$ cat config.mk
export PLATFORM = sky130hd
export DESIGN_NAME = fp32_maxmin_seq_flat
export DESIGN_NICKNAME = d
export VERILOG_FILES = /design/src/rtl/fp32_maxmin_seq_if.sv /design/src/rtl/fp32_maxmin_seq.sv /design/src/flat_wrapper.sv
export SDC_FILE = /design/constraint.sdc
export NUM_CORES = 1
export LEC_CHECK = 0
export CAP_MARGIN = 20
export CORE_ASPECT_RATIO = 1.75
export CORE_UTILIZATION = 43
export DETAILED_ROUTE_END_ITERATION = 10
export PLACE_DENSITY_LB_ADDON = 0.12
export SKIP_CTS_REPAIR_TIMING = 1
export SLEW_MARGIN = 0
export SYNTH_ARGS = -nofsm -noshare
export SYNTH_HDL_FRONTEND = slang
export SYNTH_SLANG_ARGS = --single-unit
export TNS_END_PERCENT = 20
$ cat constraint.sdc
create_clock -name clk -period 6.2 [get_ports clk]
set_input_delay 1.86 -clock clk [delete_from_list [all_inputs] [get_ports clk]]
set_output_delay 1.86 -clock clk [all_outputs]
set_load 0.01 [all_outputs]
$ cat src/rtl/fp32_maxmin_seq_if.sv
// Stream-in, compare-unit request/response and status bundle for fp32_maxmin_seq.
// The sequencer connects through the slave modport; its environment uses master.
interface fp32_maxmin_seq_if #(
  parameter int LEN_W = 16
);
  logic             i_start;
  logic [LEN_W-1:0] i_len;
  logic             i_valid;
  logic             o_ready;
  logic [31:0]      i_data;
  logic             o_cmp_valid;
  logic [2:0]       o_cmp_op;
  logic [31:0]      o_cmp_a;
  logic [31:0]      o_cmp_b;
  logic             i_cmp_res_valid;
  logic             i_cmp_res;
  logic             i_cmp_nan_err;
  logic             o_busy;
  logic             o_done;
  logic [31:0]      o_max;
  logic [31:0]      o_min;
  logic             o_nan_err;

  modport slave (
    input  i_start, i_len, i_valid, i_data,
    input  i_cmp_res_valid, i_cmp_res, i_cmp_nan_err,
    output o_ready, o_cmp_valid, o_cmp_op, o_cmp_a, o_cmp_b,
    output o_busy, o_done, o_max, o_min, o_nan_err
  );

  modport master (
    output i_start, i_len, i_valid, i_data,
    output i_cmp_res_valid, i_cmp_res, i_cmp_nan_err,
    input  o_ready, o_cmp_valid, o_cmp_op, o_cmp_a, o_cmp_b,
    input  o_busy, o_done, o_max, o_min, o_nan_err
  );
endinterface

$ cat src/rtl/fp32_maxmin_seq.sv
// Running FP32 max/min over an element stream, using an external 2-cycle compare
// unit one request at a time; NaN elements are dropped locally and flagged sticky.
module fp32_maxmin_seq #(
  parameter int LEN_W = 16
) (
  input  logic               clk,
  input  logic               rstn,
  fp32_maxmin_seq_if.slave   bus
);

  localparam logic [31:0] QNAN  = 32'h7FC0_0000;
  localparam logic [2:0]  OP_GT = 3'd1;
  localparam logic [2:0]  OP_LT = 3'd3;

  typedef enum logic [2:0] {
    S_IDLE,
    S_WAIT_DATA,
    S_CMP_MAX,
    S_WAIT_MAX,
    S_CMP_MIN,
    S_WAIT_MIN,
    S_DONE
  } state_t;

  state_t           state;
  logic [LEN_W-1:0] cnt;
  logic             have;
  logic [31:0]      elem;
  logic             accept;

  function automatic logic is_nan(input logic [31:0] x);
    return (x[30:23] == 8'hFF) && (x[22:0] != 23'd0);
  endfunction

  assign accept = (state == S_WAIT_DATA) && bus.i_valid && bus.o_ready;

  // Element under comparison; pure datapath, so it carries no reset.
  always_ff @(posedge clk) begin
    if (accept) begin
      elem <= bus.i_data;
    end
  end

  always_ff @(posedge clk or negedge rstn) begin
    if (!rstn) begin
      state           <= S_IDLE;
      cnt             <= '0;
      have            <= 1'b0;
      bus.o_ready     <= 1'b0;
      bus.o_cmp_valid <= 1'b0;
      bus.o_cmp_op    <= 3'd0;
      bus.o_cmp_a     <= 32'd0;
      bus.o_cmp_b     <= 32'd0;
      bus.o_busy      <= 1'b0;
      bus.o_done      <= 1'b0;
      bus.o_max       <= 32'd0;
      bus.o_min       <= 32'd0;
      bus.o_nan_err   <= 1'b0;
    end else begin
      // Request and done are single-cycle strobes; request fields idle at zero.
      bus.o_done      <= 1'b0;
      bus.o_cmp_valid <= 1'b0;
      bus.o_cmp_op    <= 3'd0;
      bus.o_cmp_a     <= 32'd0;
      bus.o_cmp_b     <= 32'd0;

      case (state)
        S_IDLE: begin
          if (bus.i_start) begin
            cnt           <= bus.i_len;
            have          <= 1'b0;
            bus.o_nan_err <= 1'b0;
            bus.o_max     <= QNAN;
            bus.o_min     <= QNAN;
            bus.o_busy    <= 1'b1;
            if (bus.i_len == '0) begin
              state      <= S_DONE;
              bus.o_done <= 1'b1;
            end else begin
              state       <= S_WAIT_DATA;
              bus.o_ready <= 1'b1;
            end
          end
        end

        S_WAIT_DATA: begin
          if (accept) begin
            cnt <= cnt - 1'b1;
            if (is_nan(bus.i_data) || !have) begin
              if (is_nan(bus.i_data)) begin
                bus.o_nan_err <= 1'b1;
              end else begin
                bus.o_max <= bus.i_data;
                bus.o_min <= bus.i_data;
                have      <= 1'b1;
              end
              // cnt == 1 here means this handshake consumed the last element.
              if (cnt == LEN_W'(1)) begin
                state       <= S_DONE;
                bus.o_ready <= 1'b0;
                bus.o_done  <= 1'b1;
              end
            end else begin
              state           <= S_CMP_MAX;
              bus.o_ready     <= 1'b0;
              bus.o_cmp_valid <= 1'b1;
              bus.o_cmp_op    <= OP_GT;
              bus.o_cmp_a     <= bus.i_data;
              bus.o_cmp_b     <= bus.o_max;
            end
          end
        end

        S_CMP_MAX: begin
          state <= S_WAIT_MAX;
        end

        S_WAIT_MAX: begin
          if (bus.i_cmp_res_valid) begin
            if (!bus.i_cmp_nan_err && !bus.i_cmp_res) begin
              state           <= S_CMP_MIN;
              bus.o_cmp_valid <= 1'b1;
              bus.o_cmp_op    <= OP_LT;
              bus.o_cmp_a     <= elem;
              bus.o_cmp_b     <= bus.o_min;
            end else begin
              // A new maximum cannot also be a new minimum, so skip the LT compare.
              if (bus.i_cmp_nan_err) begin
                bus.o_nan_err <= 1'b1;
              end else begin
                bus.o_max <= elem;
              end
              if (cnt == '0) begin
                state      <= S_DONE;
                bus.o_done <= 1'b1;
              end else begin
                state       <= S_WAIT_DATA;
                bus.o_ready <= 1'b1;
              end
            end
          end
        end

        S_CMP_MIN: begin
          state <= S_WAIT_MIN;
        end

        S_WAIT_MIN: begin
          if (bus.i_cmp_res_valid) begin
            if (bus.i_cmp_res && !bus.i_cmp_nan_err) begin
              bus.o_min <= elem;
            end
            if (cnt == '0) begin
              state      <= S_DONE;
              bus.o_done <= 1'b1;
            end else begin
              state       <= S_WAIT_DATA;
              bus.o_ready <= 1'b1;
            end
          end
        end

        S_DONE: begin
          state      <= S_IDLE;
          bus.o_busy <= 1'b0;
        end

        default: begin
          state       <= S_IDLE;
          bus.o_busy  <= 1'b0;
          bus.o_ready <= 1'b0;
        end
      endcase
    end
  end

endmodule

$ cat src/flat_wrapper.sv
// flat-port wrapper written by rule: the top's interface ports become plain ports
module fp32_maxmin_seq_flat 
#(
  parameter int LEN_W = 16
)
  (clk, rstn, bus_i_start, bus_i_len, bus_i_valid, bus_i_data, bus_i_cmp_res_valid, bus_i_cmp_res, bus_i_cmp_nan_err, bus_o_ready, bus_o_cmp_valid, bus_o_cmp_op, bus_o_cmp_a, bus_o_cmp_b, bus_o_busy, bus_o_done, bus_o_max, bus_o_min, bus_o_nan_err);
  fp32_maxmin_seq_if #(.LEN_W(LEN_W)) bus_i ();
  input  logic clk;
  input  logic rstn;
  input wire logic [$bits(bus_i.i_start)-1:0] bus_i_start;
  input wire logic [$bits(bus_i.i_len)-1:0] bus_i_len;
  input wire logic [$bits(bus_i.i_valid)-1:0] bus_i_valid;
  input wire logic [$bits(bus_i.i_data)-1:0] bus_i_data;
  input wire logic [$bits(bus_i.i_cmp_res_valid)-1:0] bus_i_cmp_res_valid;
  input wire logic [$bits(bus_i.i_cmp_res)-1:0] bus_i_cmp_res;
  input wire logic [$bits(bus_i.i_cmp_nan_err)-1:0] bus_i_cmp_nan_err;
  output wire logic [$bits(bus_i.o_ready)-1:0] bus_o_ready;
  output wire logic [$bits(bus_i.o_cmp_valid)-1:0] bus_o_cmp_valid;
  output wire logic [$bits(bus_i.o_cmp_op)-1:0] bus_o_cmp_op;
  output wire logic [$bits(bus_i.o_cmp_a)-1:0] bus_o_cmp_a;
  output wire logic [$bits(bus_i.o_cmp_b)-1:0] bus_o_cmp_b;
  output wire logic [$bits(bus_i.o_busy)-1:0] bus_o_busy;
  output wire logic [$bits(bus_i.o_done)-1:0] bus_o_done;
  output wire logic [$bits(bus_i.o_max)-1:0] bus_o_max;
  output wire logic [$bits(bus_i.o_min)-1:0] bus_o_min;
  output wire logic [$bits(bus_i.o_nan_err)-1:0] bus_o_nan_err;
  assign bus_i.i_start = bus_i_start;
  assign bus_i.i_len = bus_i_len;
  assign bus_i.i_valid = bus_i_valid;
  assign bus_i.i_data = bus_i_data;
  assign bus_i.i_cmp_res_valid = bus_i_cmp_res_valid;
  assign bus_i.i_cmp_res = bus_i_cmp_res;
  assign bus_i.i_cmp_nan_err = bus_i_cmp_nan_err;
  assign bus_o_ready = bus_i.o_ready;
  assign bus_o_cmp_valid = bus_i.o_cmp_valid;
  assign bus_o_cmp_op = bus_i.o_cmp_op;
  assign bus_o_cmp_a = bus_i.o_cmp_a;
  assign bus_o_cmp_b = bus_i.o_cmp_b;
  assign bus_o_busy = bus_i.o_busy;
  assign bus_o_done = bus_i.o_done;
  assign bus_o_max = bus_i.o_max;
  assign bus_o_min = bus_i.o_min;
  assign bus_o_nan_err = bus_i.o_nan_err;
  fp32_maxmin_seq #(.LEN_W(LEN_W)) u_core (.clk(clk), .rstn(rstn), .bus(bus_i));
endmodule
==> results.txt <==
Status: complete, no violations
Final nets: 915
Pre-antenna DRT Iters: 5
Number of global-route vias before repair: 6,481
Hold Crit Class: reg -> reg
Cells along the critical path: clkdlybuf4s50_1 -> nor4_1 -> nand4_1 -> o21ai_2 -> o211a_2 -> buf_4 -> nor2_1 -> a21oi_1
Initial DRC count: 309
DIE HEIGHT: 182 um
Total GRT Usage: 0.237
Adder-Cell Fraction of Synth Area: 0.00313
Row cnt: 65
Synth Instances: 694
Worst Path Arrival: 4970 ps
Critical path required time: 6530 ps
Final-layout fill cell count: 1,537
Initial antenna violation count: 0
Most frequent cells in the layout: clkdlybuf4s50_1 (188), dfrtp_1 (154), a21oi_1 (74)
IO Pins: 191
Setup TNS: 0 ps
CTS Buf Count: 17
Post-synthesis mux area share: 0.00768
Setup Viol. Count Final: 0
Crit path time final: 4640 ps
Main synth FF type: dfrtp_1
Yosys top cell by area: dfrtp_1
Post-synth EDFFs: 32
Clock Sinks: 186
Final Non-Filler Cells: 1,104
Total Wirelength: 21,700 um
Largest net degree at the start of global routing: 68
CP max-delay cell: o211a_2
#FFs+latches synth: 186
Final Max Tran Viols: 0
Post-Synth XOR/XNOR Area: 0
Yosys cell types: 63
Die Wd: 105 um
Netlist Area Pre-Place: 7990 um^2
Routed Antenna Nets: 0
Initial Utilization: 0.440
Beginning of the critical path: bus_i_data[0]
Hold path start: u_core.bus.o_nan_err
Peak Freq: 0.216 GHz
Hold Path End: u_core.bus.o_nan_err
Crit share post-route: 0.748
Startpoint types: primary input
Worst Reg-to-Reg Cells: 6
RSZ-0062 raised after global routing: false
Delay-heaviest family, CP: compound AO/OA/AOI/OAI gates
Leak: 4.30 nW
R2r endpoint: u_core.bus.o_cmp_b[19]
Via count: 6,410
Reg2reg start: u_core.state[2]
Placed instance count: 1,072
Clk root buf: clkbuf_16
Least-Margin Pin Slew: 1070 ps
Largest family of logic cells by synthesized area: compound AO/OA/AOI/OAI gates
Fraction of layout cells with a size suffix above 1: 0.0805
Clock-pin slew on the worst setup and hold paths: 70 ps
Clock power frac: 0.223
Vias/cell: 5.81
Clock tree buffer depth: 2
Worst-skew pair later-pin latency: 430 ps
Logic pwr share: 0.399
Placer Congestion: 0.874
Simple-Gate Fraction of Synth Area: 0.0973
CTS tree: built
PortBufs: 189
CP max FO: 39
IR drop worst, VDD: 0.000220 V
Commonest non-fill, non-tap cell in the layout: clkdlybuf4s50_1
Slew Limit Headroom: 0.287
First-pass GRT wire length: 35,100 um
Worst Hold Depth: 2
Antenna cells: 0
Total gr overflow: 0
R2R setup slack: 2870 ps
Synth Area in Compound Gates: 0.240
Cell Int Power: 3.34 mW
Avg WL per Cell: 19.7 um
Slowest stage delay, CP: 750 ps
Seq/Total Area, Yosys: 0.603
Seq pwr share: 0.378
Crit path capture type: register
Switch share: 0.370
DIE AREA: 19,100 um^2
Synth area leaders: dfrtp_1 (48%), edfxtp_1 (12%), a22o_1 (7.0%), a21oi_1 (4.6%), a22oi_1 (4.6%)
Ys Warns: 0
Pwr per Cell Area: 498 nW/um^2
Core Footprint: 18,100 um^2
Syn Nets: 751
Sw Pwr: 1.96 mW
Post-synth ARST share: 0.828
Final Hold Vio Count: 0
Area Overhead vs Synth: 33.3%
Dpl hpwl: 14,300 um
DRC: 0
Syn avg cell area: 11.5 um^2
H-tree levels: 4
Max_cap viols: 0
CP Buf/Inv Count: 2
Final Skew: 14.9 ps
Synth top area share: 0.483
Critical path class: in -> reg
[flip-flops by register name (all words and copies together), names as in the netlist]
signal and count:
u_core.bus.o_ready 1, u_core.bus.o_min 32, u_core.cnt 16, u_core.bus.o_cmp_a 32
u_core.elem 32, u_core.bus.o_nan_err 1, u_core.bus.o_max 32, u_core.bus.o_done 1
u_core.bus.o_cmp_b 32, u_core.have 1, u_core.state 3, u_core.bus.o_busy 1
u_core.bus.o_cmp_op 2
[power by group through the flow]
stage | Clock, mW | Sequential, mW | Combinational (mW)
finish | 1.18 | 2.00 | 2.11
global route | 1.25 | 2.05 | 2.32
CTS | 1.21 | 2.01 | 2.12
detailed placement | 0 | 2.03 | 2.11
global placement | 0 | 2.01 | 2.07
floorplan | 0 | 2.04 | 1.14
[Yosys cell counts (5+ instances only)]
cell,count
clkbuf_1,20
nor2_1,73
nand2_1,28
nand3_1,5
nor3_2,5
edfxtp_1,32
inv_1,18
nor4_1,11
nor3_1,7
a22oi_1,49
a22o_1,64
buf_2,19
o221ai_1,13
o21ai_0,28
mux2i_1,5
a21oi_1,74
buf_4,8
buf_6,7
dfrtp_1,154
a31oi_1,8
[how the worst max path moves through the flow]
stage | slack (ps) | depth (start not counted) | end
floorplan | 2430 | 2 | u_core.elem[0]
global placement | 1280 | 8 | u_core.bus.o_max[18]
detailed placement | 1160 | 8 | u_core.bus.o_max[18]
CTS | 1570 | 8 | u_core.bus.o_max[18]
global route | 1450 | 8 | u_core.bus.o_max[18]
finish | 1560 | 8 | u_core.bus.o_max[18]
[per-stage QoR]
step / setup slack [ps] / hold slack [ps] / utilization / area, um^2 / power [mW]
2_1_floorplan: 2430 / 484 / - / 7990 / 3.19
3_3_place_gp: 1280 / 472 / 0.549 / 9950 / 4.08
3_5_place_dp: 1160 / 492 / 0.550 / 9970 / 4.14
4_1_cts: 1570 / 508 / 0.586 / 10600 / 5.34
5_1_grt: 1450 / 531 / 0.587 / 10600 / 5.63
6_report: 1560 / 499 / 0.587 / 10600 / 5.30
[metal layers]
layer	global-route usage	wire, um	vias to the layer above
met1	0.272	8080	3177
li1	-	-	2929
met5	0	0	-
met2	0.429	11900	268
met3	0.0454	1160	36
met4	0.0980	586	0
[final cells by class]
type                    instances  area, um^2  share of cell area
flip-flops and latches        186        4810               0.452
multi-input cells             434        2820               0.264
repair buffers                200        2000               0.187
clock buffers                  20         468              0.0440
well taps                     234         293              0.0275
clock inverters                11         188              0.0176
inverters                      19        71.3             0.00670
[logic make-up after synthesis]
family,after synthesis
buf+inv,74
mux,6
other cells,1
flops,186
simple gates,154
fa+ha+maj,2
compound gates,271
[worst reg2reg max path: stages (launching register included)]
cell and delay, ps:
dfrtp_1 690, inv_2 280, nand2_1 150, nor2_2 520
and3_2 1020, buf_4 410, a22o_1 190
Note: power is estimated with default switching activity, not from simulation.
